[src/rtl/rv32i_pkg.sv]
// Shared RV32I constants for the instruction-stream encoder: opcodes, op classes
// and the writer FSM state encoding.
package rv32i_pkg;

  localparam logic [6:0] OPC_LOAD   = 7'b0000011;
  localparam logic [6:0] OPC_STORE  = 7'b0100011;
  localparam logic [6:0] OPC_OPIMM  = 7'b0010011;
  localparam logic [6:0] OPC_BRANCH = 7'b1100011;
  localparam logic [6:0] OPC_OP     = 7'b0110011;

  localparam logic [2:0] CLS_LOAD   = 3'd0;
  localparam logic [2:0] CLS_STORE  = 3'd1;
  localparam logic [2:0] CLS_OPIMM  = 3'd2;
  localparam logic [2:0] CLS_BRANCH = 3'd3;
  localparam logic [2:0] CLS_OP     = 3'd4;

  typedef enum logic [1:0] {
    ST_IDLE  = 2'd0,
    ST_RUN   = 2'd1,
    ST_WRITE = 2'd2,
    ST_DONE  = 2'd3
  } enc_state_e;

endpackage

[src/rtl/rv32i_field_encoder.sv]
// Combinational RV32I field packer: op class plus operand fields in, 32-bit
// machine word and an illegal flag out.
module rv32i_field_encoder
  import rv32i_pkg::*;
(
  input  logic [2:0]  op_class,
  input  logic [4:0]  rd,
  input  logic [4:0]  rs1,
  input  logic [4:0]  rs2,
  input  logic [2:0]  funct3,
  input  logic        funct7b5,
  input  logic [12:0] imm,
  output logic [31:0] word,
  output logic        illegal
);

  // Shift-immediates carry funct7 in the upper immediate bits; branches need even offsets.
  always_comb begin
    word    = 32'h0000_0000;
    illegal = 1'b0;
    case (op_class)
      CLS_LOAD:   word = {imm[11:0], rs1, funct3, rd, OPC_LOAD};
      CLS_OPIMM: begin
        if (funct3 == 3'b001 || funct3 == 3'b101) begin
          word = {1'b0, funct7b5, 5'b00000, imm[4:0], rs1, funct3, rd, OPC_OPIMM};
        end else begin
          word = {imm[11:0], rs1, funct3, rd, OPC_OPIMM};
        end
      end
      CLS_STORE:  word = {imm[11:5], rs2, rs1, funct3, imm[4:0], OPC_STORE};
      CLS_BRANCH: begin
        word    = {imm[12], imm[10:5], rs2, rs1, funct3, imm[4:1], imm[11], OPC_BRANCH};
        illegal = imm[0];
      end
      CLS_OP:     word = {1'b0, funct7b5, 5'b00000, rs2, rs1, funct3, rd, OPC_OP};
      default:    illegal = 1'b1;
    endcase
  end

endmodule

[src/rtl/instr_stream_encoder.sv]
// Accepts RV32I field bundles over valid/ready and writes the encoded words
// sequentially into instruction memory, one word every two cycles.
module instr_stream_encoder
  import rv32i_pkg::*;
#(
  parameter logic [31:0] BASE_ADDR = 32'h0000_0000,
  parameter int unsigned DEPTH     = 64
) (
  input  logic        clk,
  input  logic        rst,
  input  logic        start,
  input  logic        in_valid,
  output logic        in_ready,
  input  logic [2:0]  in_op_class,
  input  logic [4:0]  in_rd,
  input  logic [4:0]  in_rs1,
  input  logic [4:0]  in_rs2,
  input  logic [2:0]  in_funct3,
  input  logic        in_funct7b5,
  input  logic [12:0] in_imm,
  input  logic        in_last,
  output logic        imem_we,
  output logic [31:0] imem_addr,
  output logic [31:0] imem_wdata,
  output logic [15:0] count,
  output logic        busy,
  output logic        done,
  output logic        err_illegal
);

  localparam logic [16:0] DEPTH_W = 17'(DEPTH);

  enc_state_e  state, state_nxt;
  logic [31:0] ptr, addr_q, wdata_q, enc_word;
  logic [15:0] cnt;
  logic        last_q, err_q, enc_illegal, at_limit;

  rv32i_field_encoder u_enc (
    .op_class (in_op_class),
    .rd       (in_rd),
    .rs1      (in_rs1),
    .rs2      (in_rs2),
    .funct3   (in_funct3),
    .funct7b5 (in_funct7b5),
    .imm      (in_imm),
    .word     (enc_word),
    .illegal  (enc_illegal)
  );

  assign at_limit = (({1'b0, cnt} + 17'd1) >= DEPTH_W);

  // Next-state logic.
  always_comb begin
    state_nxt = state;
    case (state)
      ST_IDLE:  if (start) state_nxt = ST_RUN;
      ST_RUN: begin
        if (in_valid) begin
          if (enc_illegal) state_nxt = in_last ? ST_DONE : ST_RUN;
          else             state_nxt = ST_WRITE;
        end
      end
      ST_WRITE: state_nxt = (last_q || at_limit) ? ST_DONE : ST_RUN;
      ST_DONE:  if (start) state_nxt = ST_RUN;
      default:  state_nxt = ST_IDLE;
    endcase
  end

  // State, pointer, counter and write-port holding registers.
  always_ff @(posedge clk) begin
    if (rst) begin
      state   <= ST_IDLE;
      ptr     <= BASE_ADDR;
      cnt     <= 16'd0;
      addr_q  <= BASE_ADDR;
      wdata_q <= 32'h0000_0000;
      last_q  <= 1'b0;
      err_q   <= 1'b0;
    end else begin
      state <= state_nxt;
      case (state)
        ST_IDLE, ST_DONE: begin
          if (start) begin
            ptr   <= BASE_ADDR;
            cnt   <= 16'd0;
            err_q <= 1'b0;
          end
        end
        ST_RUN: begin
          if (in_valid) begin
            if (enc_illegal) begin
              err_q <= 1'b1;
            end else begin
              addr_q  <= ptr;
              wdata_q <= enc_word;
              last_q  <= in_last;
            end
          end
        end
        ST_WRITE: begin
          if ({1'b0, cnt} < DEPTH_W) begin
            ptr <= ptr + 32'd4;
            cnt <= cnt + 16'd1;
          end
        end
        default: ;
      endcase
    end
  end

  // Reset forces every output to its idle value in the same cycle, which also kills a write in flight.
  always_comb begin
    in_ready    = 1'b0;
    imem_we     = 1'b0;
    busy        = 1'b0;
    done        = 1'b0;
    err_illegal = 1'b0;
    imem_addr   = BASE_ADDR;
    imem_wdata  = 32'h0000_0000;
    count       = 16'd0;
    if (!rst) begin
      in_ready    = (state == ST_RUN);
      imem_we     = (state == ST_WRITE);
      busy        = (state == ST_RUN) || (state == ST_WRITE);
      done        = (state == ST_DONE);
      err_illegal = err_q;
      imem_addr   = addr_q;
      imem_wdata  = wdata_q;
      count       = cnt;
    end
  end

endmodule

[config.mk]
export PLATFORM = sky130hd
export DESIGN_NAME = instr_stream_encoder
export DESIGN_NICKNAME = d
export VERILOG_FILES = /design/src/rtl/rv32i_pkg.sv /design/src/rtl/rv32i_field_encoder.sv /design/src/rtl/instr_stream_encoder.sv
export SDC_FILE = /design/constraint.sdc
export NUM_CORES = 1
export LEC_CHECK = 0
export ABC_CLOCK_PERIOD_IN_PS = 1990
export CAP_MARGIN = 40
export CORE_MARGIN = 2
export CORE_UTILIZATION = 45
export CTS_CLUSTER_DIAMETER = 200
export CTS_CLUSTER_SIZE = 20
export DETAILED_ROUTE_END_ITERATION = 12
export GPL_ROUTABILITY_DRIVEN = 0
export HOLD_SLACK_MARGIN = 0.12
export PLACE_DENSITY_LB_ADDON = 0.12
export SYNTH_ARGS = -nofsm -noshare
export SYNTH_HDL_FRONTEND = slang
export SYNTH_SLANG_ARGS = --single-unit
[constraint.sdc]
create_clock -name clk -period 1.99 [get_ports clk]
set_input_delay 0.2985 -clock clk [delete_from_list [all_inputs] [get_ports clk]]
set_output_delay 0.2985 -clock clk [all_outputs]
set_load 0.005 [all_outputs]
**Yosys cells after proc, flatten, opt, wreduce, memory -nomap -nowiden**

Index checks and enable logic that the tools add are counted.

- Input bits: 40
- Word-level logic and storage cells: 66
- Flip-flop bits (word level): 116

- Order comparisons: 2
- Bitwise gates (word level): 1
- $add $sub $neg: 3
- Reductions and logical operators: 13
- Eq/ne operators: 13
- Mux-type cells: 27

Operators by type and width:

| operator | count |
|---|---|
| $mux W32 | 5 |
| $pmux W32 S5 | 1 |
| $pmux W32 S2 | 1 |
| $mux W16 | 3 |
| $add A32 B3 Y32 const B | 1 |
| $pmux W16 S2 | 1 |
| $add A16 B1 Y17 const B | 1 |
| $ge A17 B7 Y1 const B | 1 |
| $add A16 B1 Y16 const B | 1 |
| $lt A16 B7 Y1 const B | 1 |
| $mux W2 | 5 |
| $mux W1 | 8 |
| $eq A3 B1 Y1 const B | 2 |
| $eq A3 B2 Y1 const B | 2 |
| $eq A3 B3 Y1 const B | 2 |
| $ne A2 B2 Y1 const B | 3 |
| $pmux W2 S3 | 1 |
| $reduce_and A3 Y1 | 2 |
| $eq A2 B2 Y1 const B | 2 |
| $pmux W1 S2 | 2 |
| $reduce_and A4 Y1 | 1 |
| $reduce_bool A2 Y1 | 2 |
| $reduce_or A4 Y1 | 1 |
| $logic_not A3 Y1 | 1 |
| 7 further kinds | 9 |

**Logic depth before layout (Yosys ltp)**

- Depth after elaboration: 6
- Depth in mapped cells: 10
- Depth with buffers taken out: 8

**Cells and area by module**

Synthesis repeated with hierarchy kept, for this count alone.

- Cell total of the unflattened synthesis: 743
- Area total of the unflattened synthesis: 5626.6 sq um

By module, submodules not included:

| module | times used | cells each | area an instance (sq um) |
|---|---|---|---|
| instr_stream_encoder | 1 | 660 | 5163.7 |
| rv32i_field_encoder | 1 | 83 | 462.9 |

**Worst setup path after synthesis**

No wires, ideal clock.

- Path type: reg2reg
- Start: register state[0]
- End: register ptr[11]
- Path buffers: 3
- Data required time: 1.862 ns
- Stages on the path, launching flop included: 9
- Path slack: -0.065 ns
- Arrival time: 1.928 ns
- Cell sequence: dfxtp_1 > inv_1 > ha_1 > and3b_1 > clkbuf_1 > or2_2 > clkbuf_1 > buf_1 > nor2_1

- Cells in the longest elaborated chain, start to end: 4

Ends and longest elaborated chain:

| what | RTL line | source |
|---|---|---|
| start: declaration | instr_stream_encoder.sv:33 | `enc_state_e state, state_nxt;` |
| start signal: assignment | instr_stream_encoder.sv:80 | `state <= state_nxt;` |
| $eq A2 B2 Y1 or $logic_not A2 Y1 (tied branches) | instr_stream_encoder.sv:81 | `case (state)` |
| $reduce_or A2 Y1 (no source line) | n/a |  |
| $ne A2 B1 Y1 (no source line) or $reduce_bool A2 Y1 (tied branches) | n/a |  |
| $reduce_and A3 Y1 (no source line) | n/a |  |
| end signal: assignment | instr_stream_encoder.sv:102 | `ptr <= ptr + 32'd4;` |
| end: declaration | instr_stream_encoder.sv:34 | `logic [31:0] ptr, addr_q, wdata_q, enc_word;` |

Parallel ways exist; a longest one is shown, timed or not.
A chain may end at the register's enable or synchronous reset.

**Worst setup path in the final report**

- Start: register state[0]
- End: register ptr[18]

Same word-level chain as after synthesis.

==> metrics <==
status finished clean; met1 Resource Use GR 0.266; GRT met3 Usage 0.0321; drc violations 0; port bufs 120; slowest stage delay, CP 0.43 ns; Static Leak 2.74 nW; cell family with most CP delay simple AND/OR/NAND/NOR gates; first-pass GRT wire length 21.5 mm; Worst Hold Launch rst; Remaining Overflow, GRT 0; Num CTS Buffers 9; sequential area share after synthesis 0.416; DR WL/cell 14.0 microns; final hold viol count 0; Primary FF master, synth dfxtp_1; ratio of cells with drive above 1 in the final layout 0.151; worst min path class in -> reg; Reg clk slew, reported paths 0.07 ns; detailed-route via count 4,839; busiest grt layer met2; Die W 112 microns; endpoints failing setup 0; largest net degree at the start of global routing 38; WL final 13.2 mm; Worst R2R Start state[0]$_SDFFE_PP0P_; EDFF count, synth 0; CP bufs+invs 2; average size of a mapped cell 8.07 sq um; Starting Density 0.459; layout net count 840; Mapped Cells 650; top-count cell post-synth dfxtp_1; CP Data Required Time 2.26 ns; DR iter-0 viols 261; vias per cell 5.14; CP Class reg -> reg; maximum net fanout on the critical path 5; CTS root buf clkbuf_16; unrepaired setup endpoints after global routing yes; DP Wirelength 8.74 mm; Mapped Area 5240 sq um; Slowest cell on crit path or3_1; area leader, netlist dfxtp_1; Final Power 5.00 mW; CTS Sinks 109; Pwr Density 668 nW/um^2; min cycle time layout 1.96 ns; Die Y 112 microns; Clock Latency Late Sink 0.35 ns; DIE AREA 12,500 sq um; post-cts hold buffer count 0; synthesis-stage register bit count 109; CTS tree built; M2 GR Usage 0.348; CP startpoint kind flop; Syn-to-layout area delta 42.7%; fin crit share 0.986; CP cell instances inv_2, ha_4, and3b_2, buf_4, o2111ai_4, or3_1, a21oi_1; CP startpoint state[0]$_SDFFE_PP0P_; commonest cells in the netlist dfxtp_1 (109), nand2_1 (102), nor2b_1 (81); Clock Skew 0.00673 ns; asr flop ratio synth 0; vias in the first global route 4,554; largest cells by area after synthesis dfxtp_1 (42%), nor2b_1 (9.7%), nand2_1 (7.3%); Syn. warnings 0; post-synth top area share 0.416; Max Fclk 0.509 GHz; Critical Path AT 2.24 ns; Post-DRT Antenna Nets 0; Max VDD drop 405 uV; I/O pins 125; DR pass1 iterations 5; Total GRT Usage 0.205; CTS H-tree lvls 3; TNS Setup 0 ns; max cap viols 0; count of final max-slew check failures 0; synth unique cells 50; core area 11,400 sq um; Row Count 39; initial antenna violation count 0; ANT cells 0; element type at the critical path end flop; Clock Path Buffers 2
==> placed cells by master, fill, tap and decap left out, types with 3 or more instances in the layout <==
master	instances
clkdlybuf4s50_1	117
dfxtp_1	107
nand2_1	101
nor2b_1	81
nor2_1	59
a21oi_1	52
buf_4	43
xnor2_1	25
o21ai_0	17
nor3_1	16
nand3_1	16
inv_1	15
and2_1	10
a221oi_1	9
clkbuf_16	9
buf_12	9
nor4_4	7
nor3_4	6
or3_1	5
nor3_2	5
nor2_2	4
xor2_1	4
o31ai_1	4
ha_1	4
conb_1	4
inv_2	3
or2_2	3
and3_1	3
nand2b_1	3
a211oi_1	3
o2bb2ai_1	3
inv_6	3
==> worst paths after layout <==
path | slack [ns] | cells past startpoint | end
worst max register to register | 0.03 | 7 | ptr[18]$_SDFFE_PP0P_
worst min-delay path | 0.32 | 2 | wdata_q[31]$_SDFFE_PP0P_
worst max-delay path | 0.03 | 7 | ptr[18]$_SDFFE_PP0P_
worst min register to register | 0.45 | 2 | addr_q[23]$_SDFFE_PP0P_
==> what timing repair did <==
item | 4_1_cts | 5_1_grt
pin swaps | 1 | 25
resized for setup | 14 | 33
cloned | 2 | 0
endpoints found under the setup margin | 18 | 78
endpoints found under the hold margin | 0 | 0
buffers inserted | 2 | 5
==> stage by stage <==
| stage | util | worst slack (ns) | instances | cell area, sq um | hold WS, ns |
|---|---|---|---|---|---|
| after floorplan | - | 0.0679 | 653 | 5260 | 0.426 |
| after global placement | 0.601 | -0.195 | 917 | 6860 | 0.438 |
| after detailed placement | 0.601 | -0.256 | 917 | 6860 | 0.443 |
| after CTS | 0.636 | -0.0447 | 937 | 7260 | 0.312 |
| after global routing | 0.655 | -0.0547 | 942 | 7480 | 0.343 |
| final | 0.655 | 0.0270 | 942 | 7480 | 0.317 |
==> final cells by class <==
class                   count  area, sq um
flip-flops and latches    109         2180
inverters                  18         67.6
clock inverters             6         45.0
clock buffers              10          239
repair buffers            174         1750
multi-input cells         482         3020
fillers                   986         3940
well taps                 143          179
==> power breakdown <==
part | internal [mW] | switching, mW | leakage, nW
registers | 2.25 | 0.0391 | 0.880
logic | 0.474 | 0.496 | 1.71
clock network | 0.896 | 0.845 | 0.144
total | 3.62 | 1.38 | 2.74
==> per-layer routing <==
layer | up-vias | wire [microns] | share of wire
li1 | 2456 | - | -
met1 | 2236 | 5990 | 0.46
met2 | 124 | 6360 | 0.48
met3 | 23 | 574 | 0.044
met4 | 0 | 236 | 0.018
met5 | - | 0 | 0
==> sequential cells by signal, summed over array words and instances, names as in the netlist <==
register and count:
state 2, err_q 1, ptr 30, cnt 16
last_q 1, wdata_q 29, addr_q 30
==> cells by family (layout without fill, tap and decap cells) <==
group | after synthesis | in the layout | share of synthesized area
compound gates | 103 | 104 | 0.127
mux | 3 | 3 | 0.00597
flops | 109 | 109 | 0.416
fa+ha+maj | 6 | 6 | 0.0143
xor+xnor | 29 | 29 | 0.0484
other cells | 1 | 4 | 0.000715
buf+inv | 63 | 208 | 0.0554
simple gates | 336 | 336 | 0.332
(Power assumes the default switching activity.)
